===== src/rtl/mv_seq_ctrl.sv =====
// Binary-vector x 6x6 byte matrix sequencer: each result column takes six accumulate cycles.
// A finished column is held on res_valid until res_ready; abort or rst drops the product.
module mv_seq_ctrl (
  input  logic        clk,
  input  logic        rst,
  input  logic        cfg_we,
  input  logic [5:0]  cfg_addr,
  input  logic [7:0]  cfg_data,
  input  logic        start,
  input  logic [5:0]  vec,
  input  logic        abort,
  output logic        busy,
  output logic        res_valid,
  input  logic        res_ready,
  output logic [10:0] res_data,
  output logic [2:0]  res_idx,
  output logic        done
);
  typedef enum logic [1:0] {IDLE, ACC, OUT, DONE} state_t;

  state_t      state, state_nxt;
  logic [7:0]  m [36];
  logic [5:0]  vec_q;
  logic [2:0]  col, row;
  logic [10:0] acc, sum;
  logic [5:0]  rd_idx;

  assign rd_idx = 6'(row) * 6'd6 + 6'(col);
  assign sum    = acc + (vec_q[row] ? {3'b000, m[rd_idx]} : 11'd0);

  assign busy      = (state != IDLE);
  assign res_valid = (state == OUT);
  assign done      = (state == DONE);

  always_ff @(posedge clk or posedge rst) begin
    if (rst) state <= IDLE;
    else     state <= state_nxt;
  end

  always_comb begin
    state_nxt = state;
    case (state)
      IDLE: if (start) state_nxt = ACC;
      ACC: begin
        if (abort)            state_nxt = IDLE;
        else if (row == 3'd5) state_nxt = OUT;
      end
      // abort wins over a simultaneous acceptance
      OUT: begin
        if (abort)          state_nxt = IDLE;
        else if (res_ready) state_nxt = (col == 3'd5) ? DONE : ACC;
      end
      DONE: state_nxt = IDLE;
      default: state_nxt = IDLE;
    endcase
  end

  // Weights are only writable while idle, so a running product never sees a partial update.
  always_ff @(posedge clk or posedge rst) begin
    if (rst) begin
      for (int i = 0; i < 36; i++) m[i] <= 8'((i / 6) * 16 + (i % 6) + 1);
    end else if (state == IDLE && cfg_we && cfg_addr < 6'd36) begin
      m[cfg_addr] <= cfg_data;
    end
  end

  always_ff @(posedge clk or posedge rst) begin
    if (rst) begin
      vec_q    <= '0;
      col      <= '0;
      row      <= '0;
      acc      <= '0;
      res_data <= '0;
      res_idx  <= '0;
    end else begin
      case (state)
        IDLE: if (start) begin
          vec_q <= vec;
          col   <= '0;
          row   <= '0;
          acc   <= '0;
        end
        ACC: if (!abort) begin
          acc <= sum;
          row <= row + 3'd1;
          if (row == 3'd5) begin
            res_data <= sum;
            res_idx  <= col;
          end
        end
        OUT: if (!abort && res_ready) begin
          if (col != 3'd5) col <= col + 3'd1;
          row <= '0;
          acc <= '0;
        end
        default: ;
      endcase
    end
  end
endmodule


===== config.mk =====
export PLATFORM = sky130hd
export DESIGN_NAME = mv_seq_ctrl
export DESIGN_NICKNAME = d
export VERILOG_FILES = /design/src/rtl/mv_seq_ctrl.sv
export SDC_FILE = /design/constraint.sdc
export NUM_CORES = 1
export LEC_CHECK = 0
export BUFFER_PORTS_ARGS = -buffer_cell sky130_fd_sc_hd__buf_2
export CAP_MARGIN = 30
export CORE_MARGIN = 3
export CORE_UTILIZATION = 24
export CTS_BUF_LIST = sky130_fd_sc_hd__clkbuf_4 sky130_fd_sc_hd__clkbuf_8
export DETAILED_ROUTE_END_ITERATION = 16
export GPL_TIMING_DRIVEN = 0
export HOLD_SLACK_MARGIN = 0.15
export SLEW_MARGIN = 20
export SYNTH_ARGS = -nofsm -noshare
export SYNTH_HDL_FRONTEND = slang
export SYNTH_SLANG_ARGS = --single-unit

===== constraint.sdc =====
create_clock -name clk -period 14.7 [get_ports clk]
set_clock_uncertainty 0.2 [all_clocks]
set_input_delay 2.94 -clock clk [delete_from_list [all_inputs] [get_ports clk]]
set_output_delay 2.94 -clock clk [all_outputs]
set_load 0.02 [all_outputs]

==> impl_metrics.ini, run 1 <==
[sta]
tightest_slew_ps = 908
rsz0062_at_grt = false
max_freq_mhz = 168
maxSlewHeadroom_pct = 39.1
min_period_ps = 5950
setup_viol = 0
finalSetupTns_ps = 0
post-route-period-util_pct = 40.5
finalHoldViolCount = 0
slew_violations = 0
hold_slack_ps = 270

[routing]
drc = 0
vias_per_cell = 4.61
routed_wl_mm = 40.4
num_vias = 9720
ant_nets = 0
dr.pass1.iters = 5
initialDrtViolationCount = 639
avgRoutedWirePerCell_um = 19.1

[die]
rows = 93
die_y_um = 263
initial_core_util_pct = 24.4
die_area_um2 = 69000
core_um2 = 64800
ios = 43
fp.dieW_um = 263

[final_layout]
fill_cells = 6583
fin_util_pct = 28.3
syn_to_final_growth_pct = 16.1
num-nets-final = 1256
drive_gt1_share_pct = 52.3
fin_area_um2 = 18400

[power]
ir_worst_vdd_mv = 0.0608
switching_share_pct = 33.4
sequentialPowerShare_pct = 39.1
combPwrFrac_pct = 29.9
p_leak_nw = 8.05
power.share.clock_pct = 31.0
p_switching_uw = 923
power_density_nw_per_um2 = 150
p_int_mw = 1.84

[synth]
syn_area_per_cell_um2 = 14.2
yosysUniqueCellTypes = 54
synth_edf_count = 0
synth-main-ff-cell = dfrtp_1
async_flop_share_pct = 100
synthCells = 1113
yosys_warnings = 0
ys_seq_elements = 327
yosysSeqAreaShare_pct = 52.5
syn_nets = 1158
syn_area_um2 = 15800

[global_routing]
antenna_found_initial = 4
grt_pass1_vias = 10274
grt_start_max_net_pins = 96
grt_overflow = 0
grt_pass1_wl_mm = 62.9
grtUsageTotal_pct = 11.6

[min_path]
hp-class = reg2reg

[worst_setup_path]
crit_arrival_ps = 6210
cp_max_fo = 10
crit_slowest_cell = fa_1
crit_type = reg2reg
path_cells = inv_1 > ha_1 > fa_1 > buf_4 > buf_4 > buf_2 > buf_2 > mux2i_1 > a221oi_1 > o221a_1 > ha_1 > fa_1 > a21oi_1 > o211ai_1 > o2111ai_1 > xnor2_1 > o21ai_0
end_kind = register
cp_slowest_stage_delay_ps = 670
start_kind = register
required_ps = 14960

[run_status]
status = complete, no violations

[clocking]
cts.sinks = 327
clk_latency_ps = 610
htreeDepth = 2
cts_tree = built
path_clk_slew_ps = 60
cts_made_buffers = 51
post_cts_resize_count = 0
cts-root-buf = clkbuf_8
clockBufferDepth = 3
postCtsSetupRepairBufs = 0
postCtsHoldBufs = 0

[place]
place_area_um2 = 17200
port_buffers = 40
gp_congestion = 0.809
post-dp-hpwl_mm = 28.0

[flow_run]
max-cap-violations = 0
## area by class of cell
cell class	count	area (um2)	share of cell area [%]
diodes	1	2.50	0.0136
clock inverters	7	77.6	0.423
flip-flops and latches	327	8300	45.2
plain buffers	70	322	1.75
inverters	16	67.6	0.368
clock buffers	88	1090	5.95
multi-input cells	700	7130	38.8
well taps	855	1070	5.83
repair buffers	45	295	1.61
## placed cells by master, fill, tap and decap left out, drive strengths merged, types with 3 or more instances in the layout
cell type and instances:
mux2 310, dfrtp 231, clkbuf 132, dfstp 96
buf 71, nand2 70, mux4 61, o21ai 25
nor2 25, mux2i 23, inv 17, a21oi 16
ha 16, nor3 16, a221oi 15, xnor2 12
nor3b 12, nor2b 10, nor4b 9, a211oi 8
a21boi 7, nand3 7, o221a 7, nand2b 6
xor2 6, o22ai 5, clkinv 5, nand3b 3
a31oi 3, and3 3, and2 3, fa 3
o31ai 3
## state kept, by name, indices dropped and copies added, names as in the netlist
name,cells
acc,11
col,3
m,288
res_data,11
res_idx,3
row,3
state,2
vec_q,6
## layer usage
metal	vias to the layer above	track usage [%]	part of all wire [%]
met5	-	0	0.094
met4	6	2.92	2.0
met3	58	3.61	7.6
met2	234	16.9	42
met1	5096	16.7	48
li1	4326	-	-
## synth_stat cells (all sizes together), types with 2 or more instances
| cell type | instances | area (um2) |
|---|---|---|
| o21ai | 25 | 125 |
| a21oi | 16 | 80.1 |
| or3 | 2 | 12.5 |
| nand2b | 6 | 37.5 |
| and4 | 2 | 17.5 |
| mux2 | 310 | 3490 |
| a21o | 2 | 15.0 |
| nor3b | 12 | 90.1 |
| buf | 26 | 156 |
| a22o | 2 | 17.5 |
| a211oi | 8 | 60.1 |
| nor2 | 25 | 101 |
| a21boi | 7 | 52.6 |
| a221oi | 15 | 131 |
| dfrtp | 231 | 5780 |
| nand3 | 7 | 40.0 |
| a31oi | 3 | 18.8 |
| ha | 16 | 200 |
| nor2b | 10 | 62.6 |
| xnor2 | 12 | 105 |
| nand2 | 70 | 283 |
| and2 | 3 | 18.8 |
| o22ai | 5 | 31.3 |
| o221a | 7 | 78.8 |
| nor4b | 9 | 93.8 |
| inv | 16 | 60.1 |
| dfstp | 96 | 2520 |
| xor2 | 6 | 60.1 |
| fa | 3 | 60.1 |
| o31ai | 3 | 22.5 |
| mux4 | 61 | 1370 |
| clkbuf | 44 | 165 |
| nand3b | 3 | 22.5 |
| mux2i | 23 | 230 |
| and3 | 3 | 18.8 |
| nor3 | 16 | 95.1 |
## through the flow
stage	power, mW	setup slack (ps)	std cells
after CTS	2.78	8790	2107
after floorplan	1.63	2660	1113
after global placement	1.89	-558	2008
after detailed placement	1.91	8870	2012
after global routing	2.91	8450	2108
final	2.76	8750	2109
## cell families after synthesis
family                   synth area share (%)
AO/OA/AOI/OAI                            4.31
XOR/XNOR                                 1.04
adder cells (fa/ha/maj)                  1.65
buffers and inverters                    2.41
flip-flops                               52.5
multiplexers                             32.2
AND/OR/NAND/NOR                          5.84
## worst max-delay path, delay by kind of cell, from the launching register on
family                     cells  cell delay, ps
adders and majority gates      4            1680
muxes                          1             470
buffers and inverters          5            1320
AOI/OAI and AO/OA              6            1460
DFF                            1             510
xor gates and xnor gates       1             170
## final timing paths
path,depth (start not counted),from,slack [ps],endpoint
setup / recovery,17,row[1],8750,res_data[10]
hold / removal,2,res_data[3],270,res_data[3]
setup reg to reg,17,row[1],8750,res_data[10]
hold reg to reg,2,res_data[3],270,res_data[3]
max in group asynchronous,4,rst,10850,m[236]
min in group asynchronous,2,rst,2240,vec_q[0]
## power groups by stage
| stage | clock network (mW) | registers, mW | logic (mW) |
|---|---|---|---|
| finish | 0.856 | 1.08 | 0.825 |
| global route | 0.921 | 1.09 | 0.893 |
| CTS | 0.879 | 1.08 | 0.821 |
| detailed placement | 0 | 1.10 | 0.817 |
| global placement | 0 | 1.09 | 0.801 |
| floorplan | 0 | 1.08 | 0.552 |
Power figures use the tool's default switching activity.
==> inputs of run 2 (changes only) <==
Settings changed: ABC_AREA from default to 1.
Clock period 14.7 ns to 5.2 ns, I/O delays scaled along.
==> impl_metrics.ini, run 2 <==
[clocking]
clockBufferDepth = 3
cts-root-buf = clkbuf_8
postCtsHoldBufs = 0
postCtsSetupRepairBufs = 0
clk_latency_ps = 650
cts_tree = built
cts.sinks = 327
htreeDepth = 2
path_clk_slew_ps = 60
cts_made_buffers = 57

[synth]
ys_seq_elements = 327
synthAdderAreaFrac_pct = 1.67
synth_top_area_share_pct = 37.2
yosysUniqueCellTypes = 29
syn_nets = 2017
synth-main-ff-cell = dfrtp_1
synth_compound_gate_area_share_pct = 12.0
synthTopCellsByCount = nand2_1 (762), o21ai_0 (321), dfrtp_1 (231)
synth_edf_count = 0
synth_top_family_by_area = simple AND/OR/NAND/NOR gates
synthCells = 1972
synthMostInstantiatedCell = nand2_1
muxShareOfSynthArea_pct = 0
syn_area_um2 = 15600
async_flop_share_pct = 100
synthTopCellsByArea = dfrtp_1 (37%), nand2_1 (18%), dfstp_2 (16%)
yosysSeqAreaShare_pct = 53.4
yosys_warnings = 0
syn_area_per_cell_um2 = 7.89
synthXorXnorAreaFrac_pct = 0.507
synth-simple-area-share_pct = 27.7
yosys.area.top_type = dfrtp_1

[routing]
drc = 0
num_vias = 13881
ant_nets = 0
routed_wl_mm = 49.5
avgRoutedWirePerCell_um = 16.6
initialDrtViolationCount = 1357
vias_per_cell = 4.65
dr.pass1.iters = 6

[final_layout]
multi_input_area_um2 = 6570
fill_cells = 6921
num-nets-final = 2133
largest_registers = m: 288 flops, acc: 11 flops, res_data: 11 flops
drive_gt1_share_pct = 13.3
syn_to_final_growth_pct = 18.5
mostFrequentLayoutCells = nand2_1 (762), o21ai_0 (321), dfrtp_1 (231)
mostFrequentLayoutCell = nand2_1
regMostFlops = m
final-seq-area_um2 = 8300
largest_reg_flops = 288

[global_routing]
grtUsageTotal_pct = 14.6
grt_start_max_net_pins = 34
antenna_found_initial = 4
grt_pass1_vias = 13353
grt_overflow = 0
grt_pass1_wl_mm = 77.6

[worst_setup_path]
start_kind = register
crit_type = reg2reg
regToRegEndpoint = acc[6]
cp_max_fo = 10
end_kind = register
crit_arrival_ps = 5130
reg2reg_from = row[1]
reg2reg_slack_ps = 390
reg2reg_depth = 19
required_ps = 5520

[sta]
hold_slack_ps = 269
min_period_ps = 4810
rsz0062_at_grt = false
post-route-period-util_pct = 92.5
tightest_slew_ps = 864
finalHoldViolCount = 0
max_freq_mhz = 208
slew_violations = 0
setup_viol = 0
maxSlewHeadroom_pct = 42.4

[power]
power_density_nw_per_um2 = 479
totalPowerFinal_mw = 8.83
p_leak_nw = 7.97
ir_worst_vdd_mv = 0.191

[die]
core_um2 = 63500
ios = 43
die_y_um = 261
die_area_um2 = 67900
fp.dieW_um = 261
rows = 92
initial_core_util_pct = 24.5

[min_path]
min-delay-start = vec_q[4]
hold_end = vec_q[4]
hp-class = reg2reg
min_path_cells = 2

[place]
post-dp-hpwl_mm = 35.3
port_buffers = 42
gp_congestion = 0.898

[flow_run]
max-cap-violations = 0

[run_status]
status = complete, no violations
## run 2: final cells by class
| cell class | instances | share of cell area [%] |
|---|---|---|
| multi-input cells | 1451 | 35.7 |
| repair buffers | 58 | 2.44 |
| diodes | 2 | 0.0272 |
| clock buffers | 97 | 6.53 |
| clock inverters | 8 | 0.523 |
| plain buffers | 115 | 2.37 |
| inverters | 78 | 1.62 |
| well taps | 846 | 5.75 |
| flip-flops and latches | 327 | 45.1 |
## run 2: worst max path at each step
stage                start      endpoint  slack, ps
global placement       rst        m[172]      -2460
finish              row[1]        acc[6]        390
CTS                 row[1]        acc[6]        100
detailed placement  row[1]        acc[6]         -5
floorplan              rst        acc[0]       -330
global route        row[0]  res_data[10]         10
## run 2: per-stage QoR
stage | instance area, um2 | util [%] | instances | setup TNS (ps) | worst slack [ps]
global route | 18400 | 29.0 | 2982 | 0 | 14.3
CTS | 18400 | 28.9 | 2981 | 0 | 99.5
detailed placement | 17100 | 26.9 | 2876 | -5.06 | -5.06
finish | 18400 | 29.0 | 2982 | 0 | 389
global placement | 16800 | 26.5 | 2860 | -629350 | -2460
floorplan | 15600 | - | 1972 | -75380 | -326
## run 2: logic make-up after synthesis
| family | Yosys count |
|---|---|
| adder cells (fa/ha/maj) | 19 |
| buffers and inverters | 194 |
| AND/OR/NAND/NOR | 1053 |
| flip-flops | 327 |
| AO/OA/AOI/OAI | 370 |
| XOR/XNOR | 9 |
## run 2: where the power goes
| part | switching [mW] | internal [mW] | leakage [nW] |
|---|---|---|---|
| logic | 2.22 | 0.869 | 3.11 |
| registers | 0.174 | 2.89 | 4.17 |
| clock network | 1.13 | 1.55 | 0.692 |
## run 2: repair_timing
| action | CTS | global route |
|---|---|---|
| pin swaps | 0 | 0 |
| resized for setup | 1 | 12 |
| endpoints found under the setup margin | 6 | 14 |
| endpoints found under the hold margin | 0 | 0 |
## run 2: metal layers
metal,global-route usage [%],share of wire [%],vias to the layer above
li1,-,-,6676
met1,20.4,46,6611
met2,21.7,42,469
met3,3.90,8.5,119
met4,5.56,3.6,6
met5,0,0.18,-
## run 2: critical path, stage by stage, from the launching register on
cell and delay, ps:
dfrtp_1 430, inv_1 210, ha_1 300, fa_1 640, buf_2 290, nand2_1 240, clkbuf_2 280, a21oi_1 160
nor2_1 80, nand2_1 120, nand3_1 120, nand2_1 130, inv_1 50, ha_1 220, fa_1 410, nand3_1 80
nand3_1 130, a21oi_1 180, xor2_1 260, o21ai_0 120
==> inputs of run 3 (changes only) <==
Settings changed: CTS_BUF_LIST sky130_fd_sc_hd__clkbuf_4 sky130_fd_sc_hd__clkbuf_8 to sky130_fd_sc_hd__clkbuf_16, MAX_ROUTING_LAYER from default to met4.
Clock period 5.2 ns to 5 ns, I/O delays scaled along.
==> impl_metrics.ini, run 3 (synthesis results as in run 2) <==
[run_status]
status = complete, no violations

[final_layout]
mostFrequentLayoutCells = nand2_1 (761), o21ai_0 (321), dfrtp_1 (231)
largest_registers = m: 288 flops, acc: 11 flops, res_data: 11 flops
fill_cells = 6911
syn_to_final_growth_pct = 17.7
num-nets-final = 2115
fin_area_um2 = 18300
fin_util_pct = 28.8
regMostFlops = m
largest_reg_flops = 288
fin_cells = 2950
drive_gt1_share_pct = 11.1
mostFrequentLayoutCell = nand2_1

[worst_setup_path]
path_cells = inv_2 > ha_1 > fa_1 > buf_4 > clkinv_2 > buf_2 > nand3_1 > nand3_1 > nand2_1 > nand3_1 > nand2_1 > inv_1 > ha_1 > fa_1 > nand3_1 > nand3_1 > a21oi_1 > xor2_1 > o21ai_0
crit_slowest_cell = fa_1
cp_common_cell = nand3_1
start_kind = register
crit_buf_inv = 5
end_kind = register
cp_top_family = adder cells
cp_max_fo = 10
reg2reg_slack_ps = 340
cp_slowest_stage_delay_ps = 650
crit_type = reg2reg
required_ps = 5210
crit_arrival_ps = 4870

[place]
port_buffers = 42
dp_slack_ps = -205
place_area_um2 = 17100
gp_congestion = 0.918
post-dp-hpwl_mm = 35.3
place_inst = 2876

[power]
combPwrFrac_pct = 35.6
ir_worst_vdd_mv = 0.257
sequentialPowerShare_pct = 35.2
p_int_mw = 5.43
p_switching_mw = 3.63
p_leak_nw = 7.91
totalPowerFinal_mw = 9.07
power.share.clock_pct = 29.2
switching_share_pct = 40.1
power_density_nw_per_um2 = 495

[global_routing]
grt_overflow = 0
grt_start_max_net_pins = 34
grt_pass1_wl_mm = 77.6
antenna_found_initial = 5
grtUsageTotal_pct = 15.0
grt_pass1_vias = 13266

[clocking]
postCtsHoldBufs = 0
cts_tree = built
cts.sinks = 327
path_clk_slew_ps = 60
cts_made_buffers = 38
clk_latency_ps = 550
htreeDepth = 2
clockBufferDepth = 3
postCtsSetupRepairBufs = 0
cts-root-buf = clkbuf_16
post_cts_resize_count = 3

[routing]
vias_per_cell = 4.68
num_vias = 13798
routed_wl_mm = 49.2
avgRoutedWirePerCell_um = 16.7
dr.pass1.iters = 6
drc = 0
ant_nets = 0
initialDrtViolationCount = 1406

[die]
ios = 43
die_y_um = 261
initial_core_util_pct = 24.5
core_um2 = 63500
die_area_um2 = 67900
fp.dieW_um = 261
rows = 92

[sta]
hold_slack_ps = 267
maxSlewHeadroom_pct = 44.5
min_period_ps = 4660
rsz0062_at_grt = false
slew_violations = 0
finalSetupTns_ps = 0
setup_viol = 0
post-route-period-util_pct = 93.2
finalHoldViolCount = 0
max_freq_mhz = 215
worst_slack_ps = 342
tightest_slew_ps = 832

[flow_run]
max-cap-violations = 0

[min_path]
hp-class = reg2reg
[run 3: changes by cell type in the layout (fill, tap and decap cells not counted), moves of 2 or more]
cell	previous run	this run
clkbuf_8	76	0
clkbuf_16	0	39
clkbuf_4	21	0
inv_1	74	87
clkinv_1	1	8
clkbuf_1	102	99
diode_2	2	5
clkbuf_2	2	4
[run 3: power groups by stage]
stage | sequential, mW | combinational (mW) | clock, mW
after floorplan | 3.20 | 1.96 | 0
after detailed placement | 3.22 | 3.12 | 0
after global routing | 3.23 | 3.57 | 2.80
final | 3.19 | 3.23 | 2.65
after CTS | 3.18 | 3.14 | 2.69
after global placement | 3.22 | 3.07 | 0
[run 3: per-layer routing]
| layer | global-route usage, % | up-vias | share of wire, % |
|---|---|---|---|
| met5 | - | - | 0 |
| met4 | 4.75 | 0 | 3.4 |
| met3 | 3.31 | 119 | 8.1 |
| met2 | 21.9 | 451 | 43 |
| met1 | 20.6 | 6589 | 46 |
| li1 | - | 6639 | - |
[run 3: final cells by class]
class	instances	area, um2	area share, %
Buffer	116	448	2.45
Multi-Input combinational cell	1451	6580	35.9
Tap cell	846	1060	5.78
Clock buffer	39	976	5.33
Clock inverter	30	180	0.984
Timing Repair Buffer	58	450	2.46
Sequential cell	327	8300	45.4
Antenna cell	5	12.5	0.0684
Inverter	78	298	1.63
[run 3: path summary, 6_finish.rpt]
kind	start	to	cells past startpoint
worst max register to register	row[1]	res_data[6]	19
worst min register to register	vec_q[4]	vec_q[4]	2
min in group asynchronous	rst	m[82]	2
max in group asynchronous	rst	m[58]	5
worst max-delay path	row[1]	res_data[6]	19
worst min-delay path	vec_q[4]	vec_q[4]	2
[run 3: worst min-delay path, stage by stage (launching register included)]
cell	delay (ps)
dfrtp_1	340
nand2_1	50
nand2_1	50
